==> config.mk <==
export PLATFORM = sky130hd
export DESIGN_NAME = std_fp_sdiv_pipe
export DESIGN_NICKNAME = d
export VERILOG_FILES = /design/src/rtl/fp_sdiv_pkg.sv /design/src/rtl/std_fp_udiv_core.sv /design/src/rtl/std_fp_sdiv_pipe.sv
export SDC_FILE = /design/constraint.sdc
export NUM_CORES = 1
export LEC_CHECK = 0
export CORE_MARGIN = 10
export CORE_UTILIZATION = 50
export CTS_BUF_LIST = sky130_fd_sc_hd__clkbuf_4
export DETAILED_ROUTE_END_ITERATION = 6
export GPL_TIMING_DRIVEN = 0
export PLACE_DENSITY = 0.78
export SETUP_SLACK_MARGIN = 0.1
export SLEW_MARGIN = 20
export SYNTH_ARGS = -nofsm -noshare
export SYNTH_HDL_FRONTEND = slang
export SYNTH_SLANG_ARGS = --single-unit
==> constraint.sdc <==
create_clock -name clk -period 6 [get_ports clk]
set_input_delay 0.6 -clock clk [delete_from_list [all_inputs] [get_ports clk]]
set_output_delay 0.6 -clock clk [all_outputs]
set_load 0.02 [all_outputs]
==> src/rtl/fp_sdiv_pkg.sv <==
// Shared types and helpers for the signed fixed-point divider.
// Optional feature macro: FP_SDIV_DIVZERO_CHECK_EN (see std_fp_sdiv_pipe).
package fp_sdiv_pkg;

    typedef enum logic [1:0] {
        IDLE = 2'd0,
        RUN  = 2'd1,
        DONE = 2'd2
    } state_t;

    // One restoring iteration per quotient bit of (dividend << frac_width).
    function automatic int iter_count(input int width, input int frac_width);
        return width + frac_width;
    endfunction

endpackage

==> src/rtl/std_fp_udiv_core.sv <==
// Unsigned restoring divider: divides (dividend_mag << FRAC_WIDTH) by
// divisor_mag, one quotient bit per clock. valid pulses for one cycle after
// the final iteration; start reloads the core, abort stops it quietly.
module std_fp_udiv_core
    import fp_sdiv_pkg::*;
#(
    parameter int WIDTH      = 32,
    parameter int FRAC_WIDTH = 16
) (
    input  logic             clk,
    input  logic             reset,
    input  logic             start,
    input  logic             abort,
    input  logic [WIDTH-1:0] dividend_mag,
    input  logic [WIDTH-1:0] divisor_mag,
    output logic [WIDTH-1:0] quot_mag,
    output logic [WIDTH-1:0] rem_mag,
    output logic             valid
);

    localparam int N  = iter_count(WIDTH, FRAC_WIDTH);
    localparam int CW = $clog2(N + 1);

    // num_q starts as the shifted dividend; quotient bits enter at the bottom
    // as dividend bits leave the top, so after N steps it holds the quotient.
    logic [N-1:0]     num_q, num_d;
    logic [WIDTH-1:0] rem_q, rem_d;
    logic [WIDTH-1:0] div_q, div_d;
    logic [CW-1:0]    count_q, count_d;
    logic             busy_q, busy_d;
    logic             valid_q, valid_d;

    logic [WIDTH:0]   partial;
    logic             fits;

    // Next-state: load on start, otherwise one restoring step while busy.
    always_comb begin
        num_d   = num_q;
        rem_d   = rem_q;
        div_d   = div_q;
        count_d = count_q;
        busy_d  = busy_q;
        valid_d = 1'b0;
        partial = {rem_q, num_q[N-1]};
        fits    = (partial >= {1'b0, div_q});
        if (abort) begin
            busy_d = 1'b0;
        end else if (start) begin
            num_d   = {dividend_mag, {FRAC_WIDTH{1'b0}}};
            rem_d   = '0;
            div_d   = divisor_mag;
            count_d = '0;
            busy_d  = 1'b1;
        end else if (busy_q) begin
            // When the divisor fits, the difference is below 2^WIDTH, so the
            // low bits of a WIDTH-wide subtraction are exact.
            if (fits) begin
                rem_d = partial[WIDTH-1:0] - div_q;
                num_d = {num_q[N-2:0], 1'b1};
            end else begin
                rem_d = partial[WIDTH-1:0];
                num_d = {num_q[N-2:0], 1'b0};
            end
            count_d = count_q + 1'b1;
            if (count_q == CW'(N - 1)) begin
                busy_d  = 1'b0;
                valid_d = 1'b1;
            end
        end
    end

    // State registers with asynchronous clear.
    always_ff @(posedge clk or posedge reset) begin
        if (reset) begin
            num_q   <= '0;
            rem_q   <= '0;
            div_q   <= '0;
            count_q <= '0;
            busy_q  <= 1'b0;
            valid_q <= 1'b0;
        end else begin
            num_q   <= num_d;
            rem_q   <= rem_d;
            div_q   <= div_d;
            count_q <= count_d;
            busy_q  <= busy_d;
            valid_q <= valid_d;
        end
    end

    assign quot_mag = num_q[WIDTH-1:0];
    assign rem_mag  = rem_q;
    assign valid    = valid_q;

endmodule

==> src/rtl/std_fp_sdiv_pipe.sv <==
// Signed fixed-point divider: sign-magnitude wrapper around std_fp_udiv_core.
// Owns the IDLE/RUN/DONE handshake, sign fix-up and the output registers.
// Define FP_SDIV_DIVZERO_CHECK_EN to short-circuit division by zero into a
// saturated quotient one cycle after start.
module std_fp_sdiv_pipe
    import fp_sdiv_pkg::*;
#(
    parameter int WIDTH      = 32,
    parameter int INT_WIDTH  = 16,
    parameter int FRAC_WIDTH = 16
) (
    input  logic             clk,
    input  logic             reset,
    input  logic             go,
    input  logic [WIDTH-1:0] left,
    input  logic [WIDTH-1:0] right,
    output logic [WIDTH-1:0] out_quotient,
    output logic [WIDTH-1:0] out_remainder,
    output logic             done
);

    // If the split is inconsistent, trust the integer width to define the fraction.
    localparam int FW = (INT_WIDTH + FRAC_WIDTH == WIDTH) ? FRAC_WIDTH : WIDTH - INT_WIDTH;

    state_t           state_q, state_d;
    logic             lneg_q, lneg_d;
    logic             qneg_q, qneg_d;
    logic [WIDTH-1:0] out_quotient_q, out_quotient_d;
    logic [WIDTH-1:0] out_remainder_q, out_remainder_d;
`ifdef FP_SDIV_DIVZERO_CHECK_EN
    logic             dz_q, dz_d;
    logic [WIDTH-1:0] left_q, left_d;
`endif

    logic [WIDTH-1:0] left_mag, right_mag;
    logic [WIDTH-1:0] core_quot, core_rem;
    logic             core_valid, core_start, core_abort;
    logic [WIDTH-1:0] quot_signed, rem_signed;

    // Magnitudes come straight from the inputs: the core latches them on the start edge.
    assign left_mag    = left[WIDTH-1]  ? -left  : left;
    assign right_mag   = right[WIDTH-1] ? -right : right;
    assign quot_signed = qneg_q ? -core_quot : core_quot;
    assign rem_signed  = lneg_q ? -core_rem  : core_rem;

    std_fp_udiv_core #(
        .WIDTH      (WIDTH),
        .FRAC_WIDTH (FW)
    ) u_core (
        .clk          (clk),
        .reset        (reset),
        .start        (core_start),
        .abort        (core_abort),
        .dividend_mag (left_mag),
        .divisor_mag  (right_mag),
        .quot_mag     (core_quot),
        .rem_mag      (core_rem),
        .valid        (core_valid)
    );

    // Next-state, core control and output-register updates.
    always_comb begin
        state_d         = state_q;
        lneg_d          = lneg_q;
        qneg_d          = qneg_q;
        out_quotient_d  = out_quotient_q;
        out_remainder_d = out_remainder_q;
        core_start      = 1'b0;
        core_abort      = 1'b0;
`ifdef FP_SDIV_DIVZERO_CHECK_EN
        dz_d            = dz_q;
        left_d          = left_q;
`endif
        case (state_q)
            IDLE: begin
                if (go) begin
                    state_d = RUN;
                    lneg_d  = left[WIDTH-1];
                    qneg_d  = left[WIDTH-1] ^ right[WIDTH-1];
`ifdef FP_SDIV_DIVZERO_CHECK_EN
                    dz_d       = (right == '0);
                    left_d     = left;
                    core_start = (right != '0);
`else
                    core_start = 1'b1;
`endif
                end
            end
            RUN: begin
                if (!go) begin
                    state_d    = IDLE;
                    core_abort = 1'b1;
                end
`ifdef FP_SDIV_DIVZERO_CHECK_EN
                else if (dz_q) begin
                    state_d         = DONE;
                    out_quotient_d  = lneg_q ? {1'b1, {(WIDTH-1){1'b0}}} : {1'b0, {(WIDTH-1){1'b1}}};
                    out_remainder_d = left_q;
                end
`endif
                else if (core_valid) begin
                    state_d         = DONE;
                    out_quotient_d  = quot_signed;
                    out_remainder_d = rem_signed;
                end
            end
            DONE: begin
                state_d = IDLE;
            end
            default: begin
                state_d = IDLE;
            end
        endcase
    end

    // Control and output registers with asynchronous clear.
    always_ff @(posedge clk or posedge reset) begin
        if (reset) begin
            state_q         <= IDLE;
            lneg_q          <= 1'b0;
            qneg_q          <= 1'b0;
            out_quotient_q  <= '0;
            out_remainder_q <= '0;
`ifdef FP_SDIV_DIVZERO_CHECK_EN
            dz_q            <= 1'b0;
            left_q          <= '0;
`endif
        end else begin
            state_q         <= state_d;
            lneg_q          <= lneg_d;
            qneg_q          <= qneg_d;
            out_quotient_q  <= out_quotient_d;
            out_remainder_q <= out_remainder_d;
`ifdef FP_SDIV_DIVZERO_CHECK_EN
            dz_q            <= dz_d;
            left_q          <= left_d;
`endif
        end
    end

    assign out_quotient  = out_quotient_q;
    assign out_remainder = out_remainder_q;
    assign done          = (state_q == DONE);

endmodule

==> insert_results.sql <==
INSERT INTO impl_metrics (metric_group, metric, value, unit) VALUES
('status', 'run_status', 'finished, final reports clean', ''),
('setup_path', 'cp_slowest_cell', 'sky130_fd_sc_hd__dfrtp_1', ''),
('hold_path', 'hold_class', 'in -> async', ''),
('setup_path', 'crit_required', '6.54', 'ns'),
('clock_tree', 'cts.repair_timing.setup_buffer_count', '0', ''),
('finish', 'final_net_count', '1680', ''),
('clock_tree', 'htree_num_levels', '4', ''),
('clock_tree', 'post_cts_resized', '0', ''),
('global_route', 'track_usage', '21.59', '%'),
('sta', 'worst_clock_skew', '0.01890', 'ns'),
('detailed_routing', 'drt-wirelength-per-cell', '17.41', 'um'),
('clock_tree', 'clk_pin_slew_worst_paths', '0.17', 'ns'),
('global_route', 'grt_pass1_vias', '10620', ''),
('setup_path', 'timing.critical_path.buf_inv', '2', ''),
('clock_tree', 'clk-insertion-delay-late', '0.62', 'ns'),
('yosys', 'post-synth-top-area-fraction', '40.03', '%'),
('finish', 'layout_commonest_cell', 'sky130_fd_sc_hd__nand2_1', ''),
('detailed_routing', 'routed_vias', '10990', ''),
('floorplan', 'die-area', '0.03004', 'mm2'),
('power', 'max-vdd-ir-drop', '0.1408', 'mV'),
('yosys', 'netlist_top_cells_area', 'sky130_fd_sc_hd__dfrtp_1 40%, sky130_fd_sc_hd__nand2_1 9.8%, sky130_fd_sc_hd__o21ai_0 7.5%', ''),
('placement', 'port-buffer-count', '131', ''),
('clock_tree', 'cts_root_buf', 'sky130_fd_sc_hd__clkbuf_4', ''),
('finish', 'final_design_area_no_fill', '0.01379', 'mm2'),
('detailed_routing', 'met2RoutedLength', '15.17', 'mm'),
('detailed_routing', 'vias_per_cell', '5.758', ''),
('clock_tree', 'cts_buffers', '17', ''),
('yosys', 'synth.ff_latch_count', '188', ''),
('setup_path', 'cp-start-kind', 'flop', ''),
('detailed_routing', 'remaining_drc_errors', '0', ''),
('setup_path', 'critical_path_class', 'reg -> reg', ''),
('detailed_routing', 'drtPass1Iterations', '7', ''),
('detailed_routing', 'overall_routed_net_length', '33.21', 'mm'),
('placement', 'post-dp-hpwl', '25.89', 'mm'),
('detailed_routing', 'met3RoutedLength', '2.296', 'mm'),
('sta', 'hold_viol_final', '0', ''),
('floorplan', 'coreArea', '0.02333', 'mm2'),
('yosys', 'synth_top_flop_cell', 'sky130_fd_sc_hd__dfrtp_1', ''),
('setup_path', 'crit_chain', 'ha_1, and3_1, o21ai_0, a31oi_1, o21ai_0, a21oi_1, o21ai_1, and2_1, clkbuf_1, clkbuf_1, a21oi_1, o21ai_0', ''),
('finish', 'drive_above_1_share', '3.338', '%'),
('setup_path', 'cp-end-kind', 'flop', ''),
('floorplan', 'pin_count', '132', ''),
('detailed_routing', 'postRouteAntennaNets', '0', ''),
('sta', 'grt_setup_unrepaired', 'false', ''),
('sta', 'report.final.slew_viol_count', '0', ''),
('sta', 'setup_viol', '0', ''),
('finish', 'final_util', '59.11', '%'),
('floorplan', 'num_rows', '56', ''),
('detailed_routing', 'route.top_layer_used', 'met4', ''),
('yosys', 'mappedNetlistArea', '0.01175', 'mm2'),
('sta', 'timing.hold.ws', '0.4340', 'ns'),
('yosys', 'synth_top_area_cell', 'sky130_fd_sc_hd__dfrtp_1', ''),
('placement', 'detailed_place.area', '0.01350', 'mm2'),
('setup_path', 'cp_max_fo', '10', ''),
('floorplan', 'die_height', '173.3', 'um'),
('power', 'design_power_total', '4.925', 'mW'),
('detailed_routing', 'dr.first_iter.drc_count', '897', ''),
('setup_path', 'max_stage_delay', '0.53', 'ns'),
('floorplan', 'floorplan.initialDensity', '50.38', '%'),
('yosys', 'synth-edff-count', '0', ''),
('placement', 'place_congestion', '0.9531', ''),
('yosys', 'asyncSetResetFlopFracSynth', '100.0', '%'),
('finish', 'fin_cells', '1908', ''),
('detailed_routing', 'met1Wirelength', '15.21', 'mm'),
('global_route', 'antenna_found_initial', '1', ''),
('finish', 'final_cell_mix', '306 x sky130_fd_sc_hd__nand2_1, 188 x sky130_fd_sc_hd__dfrtp_1, 177 x sky130_fd_sc_hd__o21ai_0', ''),
('placement', 'dp_slack', '2.131', 'ns'),
('setup_path', 'critical_path_arrival', '4.44', 'ns'),
('setup_path', 'path_delay_family', 'compound AO/OA/AOI/OAI gates', ''),
('sta', 'worstMarginPinSlew', '0.7393', 'ns'),
('clock_tree', 'numClockSinks', '188', '');
==> where the power goes <==
part | leakage, nW | switching [mW] | total (mW) | internal (mW)
clock network | 0.152 | 0.513 | 0.707 | 0.195
registers | 2.44 | 0.344 | 1.81 | 1.46
logic | 3.22 | 1.45 | 2.41 | 0.962
total | 5.81 | 2.31 | 4.93 | 2.62
==> sequential cells by signal, indices dropped and copies added, names as in the netlist <==
name	cells
out_remainder	32
u_core.busy_q	1
u_core.count_q	6
u_core.num_q	48
qneg_q	1
lneg_q	1
out_quotient	32
u_core.rem_mag	32
state_q	2
u_core.div_q	32
u_core.valid	1
==> synth_stat cells (2+ instances only) <==
cell	count
sky130_fd_sc_hd__or2_2	8
sky130_fd_sc_hd__mux2i_1	4
sky130_fd_sc_hd__o311a_1	2
sky130_fd_sc_hd__and2_1	7
sky130_fd_sc_hd__o2111ai_1	2
sky130_fd_sc_hd__buf_1	7
sky130_fd_sc_hd__inv_1	53
sky130_fd_sc_hd__o41ai_1	19
sky130_fd_sc_hd__nor3_1	22
sky130_fd_sc_hd__nand2b_1	11
sky130_fd_sc_hd__o21ai_1	6
sky130_fd_sc_hd__o32ai_1	2
sky130_fd_sc_hd__and3_1	9
sky130_fd_sc_hd__a31oi_1	59
sky130_fd_sc_hd__or4_1	13
sky130_fd_sc_hd__o22ai_1	2
sky130_fd_sc_hd__nor4_2	3
sky130_fd_sc_hd__or3_1	16
sky130_fd_sc_hd__a211oi_1	2
sky130_fd_sc_hd__ha_1	37
sky130_fd_sc_hd__xor2_1	98
sky130_fd_sc_hd__or4_4	3
sky130_fd_sc_hd__nor4_1	6
sky130_fd_sc_hd__nand3b_1	7
sky130_fd_sc_hd__nand4_1	12
sky130_fd_sc_hd__a21oi_1	60
sky130_fd_sc_hd__o21a_1	4
sky130_fd_sc_hd__nor4b_1	2
sky130_fd_sc_hd__a221oi_1	2
sky130_fd_sc_hd__nand2_1	306
sky130_fd_sc_hd__and4_1	5
sky130_fd_sc_hd__o31ai_1	30
sky130_fd_sc_hd__xnor2_1	48
sky130_fd_sc_hd__nand3_1	17
sky130_fd_sc_hd__dfrtp_1	188
sky130_fd_sc_hd__o211ai_1	5
sky130_fd_sc_hd__clkbuf_1	73
sky130_fd_sc_hd__o21ai_0	177
sky130_fd_sc_hd__nor2b_1	6
sky130_fd_sc_hd__nor2_1	57
sky130_fd_sc_hd__a21o_1	12
==> routing by layer <==
layer	vias to the layer above	GRT usage (%)
met5	-	0
met4	0	6.216
met3	45	3.463
met2	409	34.58
met1	5234	29.51
li1	5299	-
==> path summary, 6_finish.rpt <==
check	startpoint	end	slack (ns)	cells past startpoint
max in group asynchronous	reset	u_core.div_q[4]$_DFFE_PP0P_	4.61	3
setup reg to reg	u_core.rem_mag[2]$_DFFE_PP0P_	u_core.rem_mag[2]$_DFFE_PP0P_	2.10	12
hold reg to reg	u_core.valid$_DFF_PP0_	state_q[0]$_DFFE_PP0P_	0.46	1
hold / removal	reset	out_remainder[29]$_DFFE_PP0P_	0.43	2
min in group clk	u_core.valid$_DFF_PP0_	state_q[0]$_DFFE_PP0P_	0.46	1
setup / recovery	u_core.rem_mag[2]$_DFFE_PP0P_	u_core.rem_mag[2]$_DFFE_PP0P_	2.10	12
==> kinds of logic (layout without fill, tap and decap cells) <==
| logic type | count (synthesis) | after routing | synth area share [%] |
|---|---|---|---|
| muxes | 4 | 4 | 0.3407 |
| xor gates and xnor gates | 146 | 146 | 10.88 |
| AOI/OAI and AO/OA | 399 | 399 | 20.26 |
| other | 0 | 1 | 0 |
| DFF | 188 | 188 | 40.03 |
| adders and majority gates | 38 | 38 | 4.109 |
| and+or+nand+nor | 516 | 516 | 20.14 |
| buffers and inverters | 133 | 297 | 4.247 |
==> final cells by class <==
cell class / count / area, um2 / share of cell area [%]
plain buffers: 80 / 300.3 / 2.177
clock buffers: 18 / 135.1 / 0.9799
multi-input cells: 1103 / 6550 / 47.50
repair buffers: 132 / 1339 / 9.708
clock inverters: 14 / 153.9 / 1.116
flip-flops and latches: 188 / 4705 / 34.11
diodes: 1 / 2.502 / 0.01815
inverters: 53 / 206.4 / 1.497
well taps: 319 / 399.1 / 2.894
Note: power is estimated with default switching activity, not from simulation.
